<file path="src/rtl/ac97_frame_engine.sv">
// AC'97 link frame engine: 256-bit frame timing, command FIFO, serial slot
// transmit and capture of codec status and PCM input slots.
module ac97_frame_engine #(
  parameter int SAMPLE_WIDTH = 20,
  parameter int NUM_CH       = 2,
  parameter int CMD_DEPTH    = 4
) (
  input  logic                           ac97_bit_clock,
  input  logic                           reset,
  input  logic                           cmd_valid,
  output logic                           cmd_ready,
  input  logic [7:0]                     cmd_addr,
  input  logic [15:0]                    cmd_data,
  input  logic [NUM_CH*SAMPLE_WIDTH-1:0] out_data,
  input  logic [NUM_CH-1:0]              out_valid,
  output logic [NUM_CH*SAMPLE_WIDTH-1:0] in_data,
  output logic                           in_valid,
  output logic [7:0]                     status_addr,
  output logic [15:0]                    status_data,
  output logic                           status_valid,
  output logic                           frame_start,
  output logic                           ac97_synch,
  output logic                           ac97_sdata_out,
  input  logic                           ac97_sdata_in
);
  localparam int PW      = $clog2(CMD_DEPTH);
  localparam int CAP_LEN = 80;

  logic                           running;
  logic [7:0]                     bit_count;
  logic [7:0]                     cnt_next;
  logic                           frame_end;
  logic [23:0]                    mem [CMD_DEPTH];
  logic [PW-1:0]                  wr_ptr;
  logic [PW-1:0]                  rd_ptr;
  logic [PW:0]                    count;
  logic                           push;
  logic                           pop;
  logic [23:0]                    head;
  logic                           lat_cmd_valid;
  logic [7:0]                     lat_addr;
  logic [15:0]                    lat_data;
  logic [NUM_CH*SAMPLE_WIDTH-1:0] lat_samples;
  logic [NUM_CH-1:0]              lat_valid;
  logic [19:0]                    slot1;
  logic [19:0]                    slot2;
  logic [19:0]                    pcm_slot [NUM_CH];
  logic [255:0]                   frame_bits;
  logic [CAP_LEN-2:0]             cap;
  logic [CAP_LEN-1:0]             cap_next;
  logic                           unused_cap;

  // The first edge after reset parks the counter at 0 so frame 0 is a full frame.
  assign cnt_next  = running ? bit_count + 8'd1 : 8'd0;
  assign frame_end = (bit_count == 8'd255);
  assign cmd_ready = (count != (PW+1)'(CMD_DEPTH));
  assign push      = cmd_valid && cmd_ready;
  assign pop       = frame_end && (count != '0);
  assign head      = mem[rd_ptr];
  assign cap_next  = {cap, ac97_sdata_in};
  assign unused_cap = ^cap_next;

  always_ff @(posedge ac97_bit_clock) begin
    if (push) mem[wr_ptr] <= {cmd_addr, cmd_data};
  end

  always_ff @(posedge ac97_bit_clock or posedge reset) begin
    if (reset) begin
      wr_ptr <= '0;
      rd_ptr <= '0;
      count  <= '0;
    end else begin
      if (push) wr_ptr <= wr_ptr + PW'(1);
      if (pop)  rd_ptr <= rd_ptr + PW'(1);
      case ({push, pop})
        2'b10:   count <= count + (PW+1)'(1);
        2'b01:   count <= count - (PW+1)'(1);
        default: count <= count;
      endcase
    end
  end

  always_ff @(posedge ac97_bit_clock or posedge reset) begin
    if (reset) begin
      lat_cmd_valid <= 1'b0;
      lat_addr      <= '0;
      lat_data      <= '0;
      lat_samples   <= '0;
      lat_valid     <= '0;
    end else if (frame_end) begin
      lat_cmd_valid <= pop;
      lat_addr      <= pop ? head[23:16] : 8'h00;
      lat_data      <= pop ? head[15:0] : 16'h0000;
      lat_samples   <= out_data;
      lat_valid     <= out_valid;
    end
  end

  // Whole outgoing frame indexed by bit position; position 0 leaves the pin first.
  always_comb begin
    frame_bits    = '0;
    frame_bits[0] = 1'b1;
    frame_bits[1] = lat_cmd_valid;
    frame_bits[2] = lat_cmd_valid && !lat_addr[7];
    slot1 = lat_cmd_valid ? {lat_addr, 12'h000} : 20'h00000;
    slot2 = (lat_cmd_valid && !lat_addr[7]) ? {lat_data, 4'h0} : 20'h00000;
    for (int ch = 0; ch < NUM_CH; ch++) begin
      frame_bits[3+ch] = lat_valid[ch];
      pcm_slot[ch] = lat_valid[ch] ?
        (20'(lat_samples[ch*SAMPLE_WIDTH +: SAMPLE_WIDTH]) << (20 - SAMPLE_WIDTH)) : 20'h00000;
    end
    for (int k = 0; k < 20; k++) begin
      frame_bits[16+k] = slot1[19-k];
      frame_bits[36+k] = slot2[19-k];
      for (int ch = 0; ch < NUM_CH; ch++) begin
        frame_bits[56+20*ch+k] = pcm_slot[ch][19-k];
      end
    end
  end

  always_ff @(posedge ac97_bit_clock or posedge reset) begin
    if (reset) begin
      running        <= 1'b0;
      bit_count      <= '0;
      ac97_synch     <= 1'b0;
      frame_start    <= 1'b0;
      ac97_sdata_out <= 1'b0;
    end else begin
      running        <= 1'b1;
      bit_count      <= cnt_next;
      ac97_synch     <= (cnt_next < 8'd16);
      frame_start    <= (cnt_next == 8'd0);
      ac97_sdata_out <= frame_bits[cnt_next];
    end
  end

  // cap_next[0] holds the bit of position bit_count-1; older bits sit higher.
  always_ff @(posedge ac97_bit_clock or posedge reset) begin
    if (reset) begin
      cap          <= '0;
      in_data      <= '0;
      in_valid     <= 1'b0;
      status_addr  <= '0;
      status_data  <= '0;
      status_valid <= 1'b0;
    end else begin
      cap          <= cap_next[CAP_LEN-2:0];
      in_valid     <= (cnt_next == 8'd137);
      status_valid <= (cnt_next == 8'd57) && cap_next[54];
      if ((cnt_next == 8'd57) && cap_next[54]) begin
        status_addr <= cap_next[39:32];
        status_data <= cap_next[19:4];
      end
      if (cnt_next == 8'd137) begin
        for (int ch = 0; ch < NUM_CH; ch++) begin
          in_data[ch*SAMPLE_WIDTH +: SAMPLE_WIDTH] <= cap_next[79-20*ch -: SAMPLE_WIDTH];
        end
      end
    end
  end
endmodule

</file>
<file path="config.mk">
export PLATFORM = sky130hd
export DESIGN_NAME = ac97_frame_engine
export DESIGN_NICKNAME = d
export VERILOG_FILES = /design/src/rtl/ac97_frame_engine.sv
export SDC_FILE = /design/constraint.sdc
export NUM_CORES = 1
export LEC_CHECK = 0
export ABC_CLOCK_PERIOD_IN_PS = 10500
export CAP_MARGIN = 20
export CORE_ASPECT_RATIO = 0.7
export CORE_MARGIN = 4
export CORE_UTILIZATION = 56
export CTS_CLUSTER_DIAMETER = 120
export CTS_CLUSTER_SIZE = 28
export DETAILED_ROUTE_END_ITERATION = 10
export PLACE_DENSITY = 0.8
export SYNTH_ARGS = -nofsm -noshare
export SYNTH_HDL_FRONTEND = slang
export SYNTH_SLANG_ARGS = --single-unit
</file>
<file path="constraint.sdc">
create_clock -name ac97_bit_clock -period 10.5 [get_ports ac97_bit_clock]
set_input_delay 1.575 -clock ac97_bit_clock [delete_from_list [all_inputs] [get_ports ac97_bit_clock]]
set_output_delay 1.575 -clock ac97_bit_clock [all_outputs]
set_load 0.01 [all_outputs]
</file>
==> impl_metrics.env, run 1 <==
export IMPL_status="completed"
export IMPL_yosys_area_share_simple_pct=9.62
export IMPL_path_clk_slew_ns=0.10
export IMPL_clock_latency_ns=0.51
export IMPL_postSynthAreaPerCell_um2=14.5
export IMPL_synth_compound_area_share_pct=5.02
export IMPL_htreeDepth=1
export IMPL_timing_hold_violations_final=0
export IMPL_ctsResizeCount=0
export IMPL_core_um2=21000
export IMPL_clock_root_buffer="clkbuf_16"
export IMPL_cts_hold_buffers=0
export IMPL_post_route_cell_area_um2=14200
export IMPL_num_rows=44
export IMPL_dpl_cell_area_um2=13800
export IMPL_die_x_um=184
export IMPL_final_common_cell="dfrtp_1"
export IMPL_skew_ns=0.0215
export IMPL_clock_path_buffers=3
export IMPL_drc=0
export IMPL_start_util_pct=57.7
export IMPL_synth_top_cells_by_area="dfrtp_1, edfxtp_1, nand2_1"
export IMPL_cp_max_fo=6
export IMPL_gp_congestion=0.931
export IMPL_syn_num_nets=916
export IMPL_fp_dieH_um=131
export IMPL_cts_inserted_buffers=15
export IMPL_slew_violations=0
export IMPL_synth_cell_types=61
export IMPL_synthMuxAreaShare_pct=10.3
export IMPL_r2r_setup_slack_ns=7.25
export IMPL_fin_crit_sh_pct=31.8
export IMPL_p_leak_nw=5.98
export IMPL_area_growth_pct=17.0
export IMPL_hold_path_class="reg -> reg"
export IMPL_synthFlopType="dfrtp_1"
export IMPL_cp_start_kind="flip-flop"
export IMPL_irDropWorstVdd_mv=0.131
export IMPL_nNetsFinal=1045
export IMPL_end_kind="output pin"
export IMPL_clock_sinks=327
export IMPL_synth_largest_area_cell="dfrtp_1"
export IMPL_mostFrequentLayoutCells="dfrtp_1, nand2_1, clkdlybuf4s50_1, edfxtp_1, mux2_2"
export IMPL_period_needed_ns=3.34
export IMPL_finalSetupViolCount=0
export IMPL_drtIter0Drc=558
export IMPL_synth_top_area_share_pct=47.6
export IMPL_die_area_um2=24100
export IMPL_grt_pass1_vias=6998
export IMPL_antenna_found_initial=0
export IMPL_async_reset_ff_share_pct=70.6
export IMPL_grtUsageTotal_pct=19.8
export IMPL_synth_fa_ha_area_share_pct=0.783
export IMPL_yosysWarnings=0
export IMPL_worst_slew_pin_slew_ns=0.873
export IMPL_pin_count=140
export IMPL_grt_pass1_wl_um=38700
export IMPL_antenna_left=0
export IMPL_path_class="reg -> out"
export IMPL_viasPerCell=5.59
export IMPL_grt_max_degree=115
export IMPL_drive_gt1_share_pct=12.0
export IMPL_power_density_nw_per_um2=161
export IMPL_synth_xor_area_share_pct=0.794
export IMPL_relSlewSlack_pct=41.8
export IMPL_synth_seq_area_share_pct=71.4
export IMPL_cap_viol_max_count=0
export IMPL_num_vias=6983
export IMPL_first_pass_iters=5
export IMPL_finalNonFillerCells=1249
export IMPL_fillers=1436
export IMPL_n_antenna_cell=0
export IMPL_fmax_mhz=299
export IMPL_rsz0062_at_grt="false"
export IMPL_numPortBuffers=139
export IMPL_tns_ns=0
export IMPL_synth_seq_cells=327
export IMPL_synth_top_family_by_area="multiplexers"
export IMPL_syn_area_um2=12100
export IMPL_cts_setup_buffers=0
export IMPL_hpwl_um=15800
export IMPL_tritoncts="done"
export IMPL_grt_overflow=0
export IMPL_drt_total_wl_um=23600
export IMPL_syn_inst=839
export IMPL_wl_per_cell_um=18.9
export IMPL_placedCellCount=1227
export IMPL_synth_edff_count=96
export IMPL_cp_data_arrival_time_ns=1.77
export IMPL_critPathRequiredTime_ns=8.93
-- cell type report --
| type | count | area, um^2 | area share, % |
|---|---|---|---|
| timing repair buffer | 153 | 1500 | 10.5 |
| clock inverter | 2 | 20.0 | 0.141 |
| multi-input combinational | 458 | 3230 | 22.7 |
| sequential | 327 | 8660 | 61.0 |
| tap | 276 | 345 | 2.43 |
| clock buffer | 20 | 394 | 2.78 |
| inverter | 13 | 56.3 | 0.396 |
-- per-stage QoR --
| stage | hold WS (ns) | setup WS (ns) | power, mW | utilization [%] |
|---|---|---|---|---|
| after global placement | 0.334 | 7.00 | 1.67 | 65.6 |
| after floorplan | 0.331 | 2.59 | 1.58 | - |
| after detailed placement | 0.335 | 6.98 | 1.68 | 65.6 |
| after global routing | 0.362 | 7.03 | 2.39 | 67.5 |
| after CTS | 0.359 | 7.13 | 2.31 | 67.5 |
| final | 0.359 | 7.16 | 2.29 | 67.5 |
-- worst paths after layout --
path	from	depth (start not counted)	end
max in group asynchronous	reset	3	cap[68]$_DFF_PP0_
worst min register to register	cap[22]$_DFF_PP0_	0	cap[23]$_DFF_PP0_
worst max-delay path	count[0]$_DFFE_PP0P_	3	cmd_ready
worst max register to register	bit_count[1]$_DFF_PP0_	8	status_addr[4]$_DFFE_PP0P_
min in group asynchronous	reset	2	status_data[3]$_DFFE_PP0P_
worst min-delay path	cap[22]$_DFF_PP0_	0	cap[23]$_DFF_PP0_
-- layer usage --
layer | track usage, % | up-vias | part of all wire, %
li1 | - | 3184 | -
met1 | 31.1 | 3535 | 46
met2 | 29.7 | 227 | 46
met3 | 3.70 | 37 | 6.2
met4 | 4.15 | 0 | 2.1
met5 | 0 | - | 0
-- state kept, by name (all words and copies together) (netlist names), 2 cells and up --
register and count:
mem 96, cap 79, in_data 40, lat_samples 40
lat_data 16, status_data 16, bit_count 8, lat_addr 8
status_addr 8, count 3, lat_valid 2, rd_ptr 2
wr_ptr 2
-- synthesized netlist by cell type (5+ instances only) --
cell and number:
dfrtp_1 231, nand2_1 218, edfxtp_1 96, mux2_2 45, mux4_2 29, a22o_1 24, clkbuf_1 22, nor2_1 17
a21oi_1 16, inv_1 12, mux2i_1 8, o21ai_0 8, buf_2 7, ha_1 6, nand2b_1 6, xor2_1 6
and2_1 5, and3_1 5, buf_4 5, xnor2_1 5
-- cells by family (layout without fill, tap and decap cells) --
kind of cell             after synthesis  count (layout)
flip-flops                           327             327
multiplexers                          83              83
AND/OR/NAND/NOR                      274             274
buffers and inverters                 54             188
adder cells (fa/ha/maj)                7               7
other                                  1               1
XOR/XNOR                              11              11
AO/OA/AOI/OAI                         82              82
-- power breakdown --
part / total [mW] / internal (mW) / switching, mW
Clock: 0.641 / 0.271 / 0.370
Combinational: 0.207 / 0.0824 / 0.124
Sequential: 1.44 / 1.41 / 0.0301
-- worst max-delay path: stages (launching register included) --
cell and delay, ns:
dfrtp_1 0.42, inv_1 0.11, nand3_1 0.19, clkdlybuf4s50_1 0.54
No activity file was read; power rests on OpenSTA's default activity.
==> run 2, diff against run 1 <==
Settings changed: ABC_CLOCK_PERIOD_IN_PS 10500 to 3240.
Clock period 10.5 ns to 3.24 ns, I/O delays scaled along.
==> impl_metrics.env, run 2 (synthesized netlist as in run 1, its figures left out) <==
export IMPL_slew_violations=0
export IMPL_core_um2=21000
export IMPL_grt_overflow=0
export IMPL_drtIter0Drc=621
export IMPL_n_antenna_cell=0
export IMPL_cts_inserted_buffers=15
export IMPL_num_vias=7029
export IMPL_grt_pass1_vias=7173
export IMPL_clock_root_buffer="clkbuf_16"
export IMPL_wl_per_cell_um=19.4
export IMPL_use_met2_pct=31.4
export IMPL_cts_hold_buffers=0
export IMPL_die_area_um2=24100
export IMPL_clock_latency_ns=0.50
export IMPL_finalSetupViolCount=0
export IMPL_top_regs="mem (96), cap (79)"
export IMPL_first_pass_iters=5
export IMPL_grt_busiest_layer="met1"
export IMPL_path_clk_slew_ns=0.10
export IMPL_drc=0
export IMPL_antenna_found_initial=0
export IMPL_relSlewSlack_pct=52.6
export IMPL_grt_use_met3_pct=3.56
export IMPL_final_common_cell="dfrtp_1"
export IMPL_area_growth_pct=18.2
export IMPL_start_util_pct=57.7
export IMPL_numPortBuffers=139
export IMPL_skew_ns=0.0168
export IMPL_end_kind="flip-flop"
export IMPL_timing_hold_violations_final=0
export IMPL_cap_viol_max_count=0
export IMPL_drt_total_wl_um=24400
export IMPL_period_needed_ns=2.87
export IMPL_fin_worst_hold_slack_ns=0.355
export IMPL_cp_data_arrival_time_ns=3.25
export IMPL_viasPerCell=5.57
export IMPL_grtUsageTotal_pct=20.5
export IMPL_fillers=1467
export IMPL_ctsResizeCount=0
export IMPL_cts_setup_buffers=0
export IMPL_rsz0062_at_grt="false"
export IMPL_hpwl_um=16800
export IMPL_num_rows=44
export IMPL_irDropWorstVdd_mv=0.460
export IMPL_mostFrequentLayoutCells="dfrtp_1, nand2_1, clkdlybuf4s50_1, edfxtp_1, mux2_2"
export IMPL_cp_start_kind="flip-flop"
export IMPL_power_mw=7.47
export IMPL_p_leak_nw=6.05
export IMPL_tritoncts="done"
export IMPL_hold_path_class="reg -> reg"
export IMPL_die_x_um=184
export IMPL_fp_dieH_um=131
export IMPL_fmax_mhz=348
export IMPL_grt_max_degree=75
export IMPL_fin_crit_sh_pct=88.6
export IMPL_pin_count=140
export IMPL_antenna_left=0
export IMPL_power_density_nw_per_um2=520
export IMPL_top_register="mem"
export IMPL_largest_reg_flops=96
export IMPL_htreeDepth=1
export IMPL_drive_gt1_share_pct=13.0
export IMPL_clock_sinks=327
export IMPL_worst_slew_pin_slew_ns=0.711
export IMPL_clock_path_buffers=3
export IMPL_use_met1_pct=31.9
export IMPL_nNetsFinal=1056
export IMPL_gp_congestion=0.963
export IMPL_status="completed"
export IMPL_cp_max_fo=41
export IMPL_grt_pass1_wl_um=39800
export IMPL_path_class="reg -> reg"
export IMPL_critPathRequiredTime_ns=3.62
-- run 2: cell types whose count changed in the layout (fill, tap and decap cells not counted), sizes merged --
cell / delta
inv: -1
buf: +11
clkbuf: +1
clkinvlp: +1
-- run 2: critical path, stage by stage (launching register included) --
cell and delay [ns]:
dfrtp_1 0.47, ha_1 0.34, nand3_2 0.16, nor2_1 0.16, xor2_1 0.10, or4_4 0.57, nor4_4 0.29, buf_12 0.28
mux2_2 0.37
-- run 2: per-stage QoR --
step | setup WS, ns | TNS, ns | area, um^2 | utilization (%) | std cells
4_1_cts | 0.388 | 0 | 14300 | 68.2 | 1261
3_3_place_gp | 0.473 | 0 | 13900 | 66.2 | 1238
6_report | 0.370 | 0 | 14300 | 68.2 | 1261
3_5_place_dp | 0.412 | 0 | 13900 | 66.2 | 1238
2_1_floorplan | -0.268 | -61.89 | 12100 | - | 839
5_1_grt | 0.215 | 0 | 14300 | 68.2 | 1261
-- run 2: final timing paths --
check | from | end | slack, ns | cells after the start
worst min register to register | cap[27]$_DFF_PP0_ | cap[28]$_DFF_PP0_ | 0.36 | 0
min in group asynchronous | reset | cap[75]$_DFF_PP0_ | 0.42 | 2
worst max register to register | bit_count[1]$_DFF_PP0_ | in_data[5]$_DFFE_PP0P_ | 0.37 | 8
worst min-delay path | cap[27]$_DFF_PP0_ | cap[28]$_DFF_PP0_ | 0.36 | 0
worst max-delay path | bit_count[1]$_DFF_PP0_ | in_data[5]$_DFFE_PP0P_ | 0.37 | 8
max in group asynchronous | reset | cap[10]$_DFF_PP0_ | 2.06 | 3
-- run 2: final cells by class --
cell class | instances | area, um^2 | share of cell area, %
repair buffers | 164 | 1640 | 11.4
clock buffers | 21 | 398 | 2.77
flip-flops and latches | 327 | 8660 | 60.4
well taps | 276 | 345 | 2.41
multi-input cells | 458 | 3230 | 22.5
inverters | 13 | 52.6 | 0.366
clock inverters | 2 | 20.0 | 0.140
-- run 2: layer usage --
layer	vias up	wire, um
met4	0	410
li1	3198	-
met2	202	11400
met1	3596	11200
met5	-	0
met3	33	1410
-- run 2: power breakdown --
group | leakage [nW] | internal (mW) | total (mW) | switching [mW]
sequential | 3.75 | 4.58 | 4.67 | 0.0928
combinational | 2.10 | 0.284 | 0.700 | 0.417
clock | 0.203 | 0.884 | 2.09 | 1.21
==> run 3, diff against run 2 <==
Settings changed: ABC_AREA set to 1, HOLD_SLACK_MARGIN set to 0.12, PLACE_DENSITY 0.8 to 0.79.
==> impl_metrics.env, run 3 <==
export IMPL_post_route_cell_area_um2=14500
export IMPL_cts_hold_buffers=0
export IMPL_wl_per_cell_um=16.4
export IMPL_fp_dieH_um=133
export IMPL_first_pass_iters=5
export IMPL_path_clk_slew_ns=0.11
export IMPL_syn_num_nets=1258
export IMPL_syn_area_um2=12500
export IMPL_yosysWarnings=0
export IMPL_cp_data_arrival_time_ns=3.24
export IMPL_finalNonFillerCells=1589
export IMPL_irDropWorstVdd_mv=0.353
export IMPL_power_mw=6.66
export IMPL_hold_path_class="reg -> reg"
export IMPL_path_class="reg -> reg"
export IMPL_cp_common_cell="nor2_1"
export IMPL_cp_start_kind="flip-flop"
export IMPL_largest_reg_flops=96
export IMPL_drive_gt1_share_pct=5.36
export IMPL_cts_inserted_buffers=15
export IMPL_worst_slew_pin_slew_ns=0.840
export IMPL_cp_slowest_cell="dfrtp_1"
export IMPL_drt_total_wl_um=26000
export IMPL_fin_crit_sh_pct=87.0
export IMPL_top_register="mem"
export IMPL_mostFrequentLayoutCells="nand2_1, dfrtp_1, clkdlybuf4s50_1, edfxtp_1, inv_1"
export IMPL_slowest_delay_ns=0.76
export IMPL_pin_count=140
export IMPL_period_needed_ns=2.82
export IMPL_postSynthAreaPerCell_um2=10.6
export IMPL_area_growth_pct=16.3
export IMPL_synth_seq_area_share_pct=69.4
export IMPL_clock_sinks=327
export IMPL_htreeDepth=1
export IMPL_antenna_left=0
export IMPL_synth_seq_cells=327
export IMPL_core_um2=21800
export IMPL_cp_top_family="simple AND/OR/NAND/NOR gates"
export IMPL_grtUsageTotal_pct=20.9
export IMPL_placedCellCount=1568
export IMPL_rsz0062_at_grt="false"
export IMPL_fmax_mhz=355
export IMPL_die_area_um2=24800
export IMPL_synthMuxAreaShare_pct=0
export IMPL_viasPerCell=5.27
export IMPL_startpoint="running$_DFF_PP0_"
export IMPL_synth_fa_ha_area_share_pct=0.761
export IMPL_critPathRequiredTime_ns=3.67
export IMPL_r2r_end="ac97_sdata_out$_DFF_PP0_"
export IMPL_num_vias=8371
export IMPL_synth_top_family_by_area="simple AND/OR/NAND/NOR gates"
export IMPL_timing_rr_start="running$_DFF_PP0_"
export IMPL_hpwl_um=17300
export IMPL_gp_congestion=0.909
export IMPL_ys_top_cells_by_count="nand2_1, dfrtp_1, edfxtp_1"
export IMPL_final_seq_area_um2=8660
export IMPL_multi_input_area_um2=3210
export IMPL_grt_max_degree=123
export IMPL_start_util_pct=57.3
export IMPL_async_reset_ff_share_pct=70.6
export IMPL_r2r_setup_slack_ns=0.42
export IMPL_die_x_um=187
export IMPL_synth_cell_types=37
export IMPL_cts_setup_buffers=0
export IMPL_synth_top_cells_by_area="dfrtp_1, edfxtp_1, nand2_1"
export IMPL_cp_max_fo=22
export IMPL_dpl_cell_area_um2=14100
export IMPL_synth_xor_area_share_pct=0.351
export IMPL_numPortBuffers=139
export IMPL_yosys_area_share_simple_pct=19.1
export IMPL_top_regs="mem (96), cap (79)"
export IMPL_antenna_found_initial=0
export IMPL_ctsResizeCount=0
export IMPL_nNetsFinal=1380
export IMPL_fillers=1647
export IMPL_final_common_cell="nand2_1"
export IMPL_clock_path_buffers=3
export IMPL_path_depth=10
export IMPL_synth_edff_count=96
export IMPL_drtIter0Drc=882
export IMPL_r2r_cells=10
export IMPL_cap_viol_max_count=0
export IMPL_slew_violations=0
export IMPL_synth_largest_area_cell="dfrtp_1"
export IMPL_tritoncts="done"
export IMPL_syn_inst=1181
export IMPL_p_leak_nw=6.70
export IMPL_finalSetupViolCount=0
export IMPL_worstSetupEndpoint="ac97_sdata_out$_DFF_PP0_"
export IMPL_grt_pass1_wl_um=42700
export IMPL_n_antenna_cell=0
export IMPL_relSlewSlack_pct=43.9
export IMPL_yosysMostFrequentCell="nand2_1"
export IMPL_path_buf_inv=1
export IMPL_status="completed"
export IMPL_clock_latency_ns=0.49
export IMPL_power_density_nw_per_um2=458
export IMPL_grt_overflow=0
export IMPL_grt_pass1_vias=8290
export IMPL_clock_root_buffer="clkbuf_16"
export IMPL_drc=0
export IMPL_end_kind="flip-flop"
export IMPL_synth_top_area_share_pct=46.3
export IMPL_skew_ns=0.0163
export IMPL_synthFlopType="dfrtp_1"
export IMPL_num_rows=45
export IMPL_crit_chain="nand2_2 -> inv_1 -> o21ai_0 -> o22ai_1 -> nor2_1 -> nor2_1 -> nor2_1 -> nor2_1 -> nor2_1 -> nor2_1"
export IMPL_synth_compound_area_share_pct=5.38
export IMPL_timing_hold_violations_final=0
-- run 3: final cells by class --
type	instances	share of cell area [%]
clock inverters	1	0.0775
multi-input cells	714	22.1
repair buffers	156	10.7
clock buffers	20	2.71
flip-flops and latches	327	59.7
inverters	89	2.33
well taps	282	2.43
-- run 3: where the power goes --
part / leakage, nW / internal [mW] / switching (mW)
Sequential: 3.72 / 4.28 / 0.0263
Clock: 0.197 / 0.872 / 1.18
Combinational: 2.78 / 0.122 / 0.173
Total: 6.70 / 5.28 / 1.38
-- run 3: worst reg2reg max path, stage by stage, from the launching register on --
cell,delay (ns)
dfrtp_1,0.76
nand2_2,0.50
inv_1,0.59
o21ai_0,0.20
o22ai_1,0.18
nor2_1,0.05
nor2_1,0.15
nor2_1,0.06
nor2_1,0.08
nor2_1,0.06
nor2_1,0.11
-- run 3: layer usage --
layer	share of wire [%]	routed length [um]	GRT usage [%]	vias up
met5	0	0	0	-
met1	46	12000	31.4	4076
met3	6.0	1550	3.27	24
met2	46	12000	33.5	260
li1	-	-	-	4011
met4	1.6	427	3.86	0
-- run 3: how the worst min path moves through the flow --
stage | from | to | slack [ns] | depth (start not counted)
floorplan | cap[0]$_DFF_PP0_ | cap[1]$_DFF_PP0_ | 0.33 | 0
global placement | cap[1]$_DFF_PP0_ | cap[2]$_DFF_PP0_ | 0.34 | 0
detailed placement | cap[28]$_DFF_PP0_ | cap[29]$_DFF_PP0_ | 0.33 | 0
CTS | cap[28]$_DFF_PP0_ | cap[29]$_DFF_PP0_ | 0.35 | 0
global route | cap[26]$_DFF_PP0_ | cap[27]$_DFF_PP0_ | 0.37 | 0
finish | cap[28]$_DFF_PP0_ | cap[29]$_DFF_PP0_ | 0.35 | 0
-- run 3: cell families (layout without fill, tap and decap cells) --
| group | Yosys count | in the layout |
|---|---|---|
| flip-flops | 327 | 327 |
| other | 1 | 1 |
| AND/OR/NAND/NOR | 573 | 573 |
| buffers and inverters | 140 | 266 |
| AO/OA/AOI/OAI | 128 | 128 |
| XOR/XNOR | 5 | 5 |
| adder cells (fa/ha/maj) | 7 | 7 |
-- run 3: metrics by stage --
stage / setup TNS [ns] / hold slack, ns / setup slack [ns] / util (%)
2_1_floorplan: -61.89 / 0.331 / -0.268 / -
3_3_place_gp: 0 / 0.335 / 0.509 / 64.8
3_5_place_dp: 0 / 0.335 / 0.529 / 64.8
4_1_cts: 0 / 0.348 / 0.517 / 66.7
5_1_grt: 0 / 0.367 / 0.180 / 66.7
6_report: 0 / 0.348 / 0.423 / 66.7
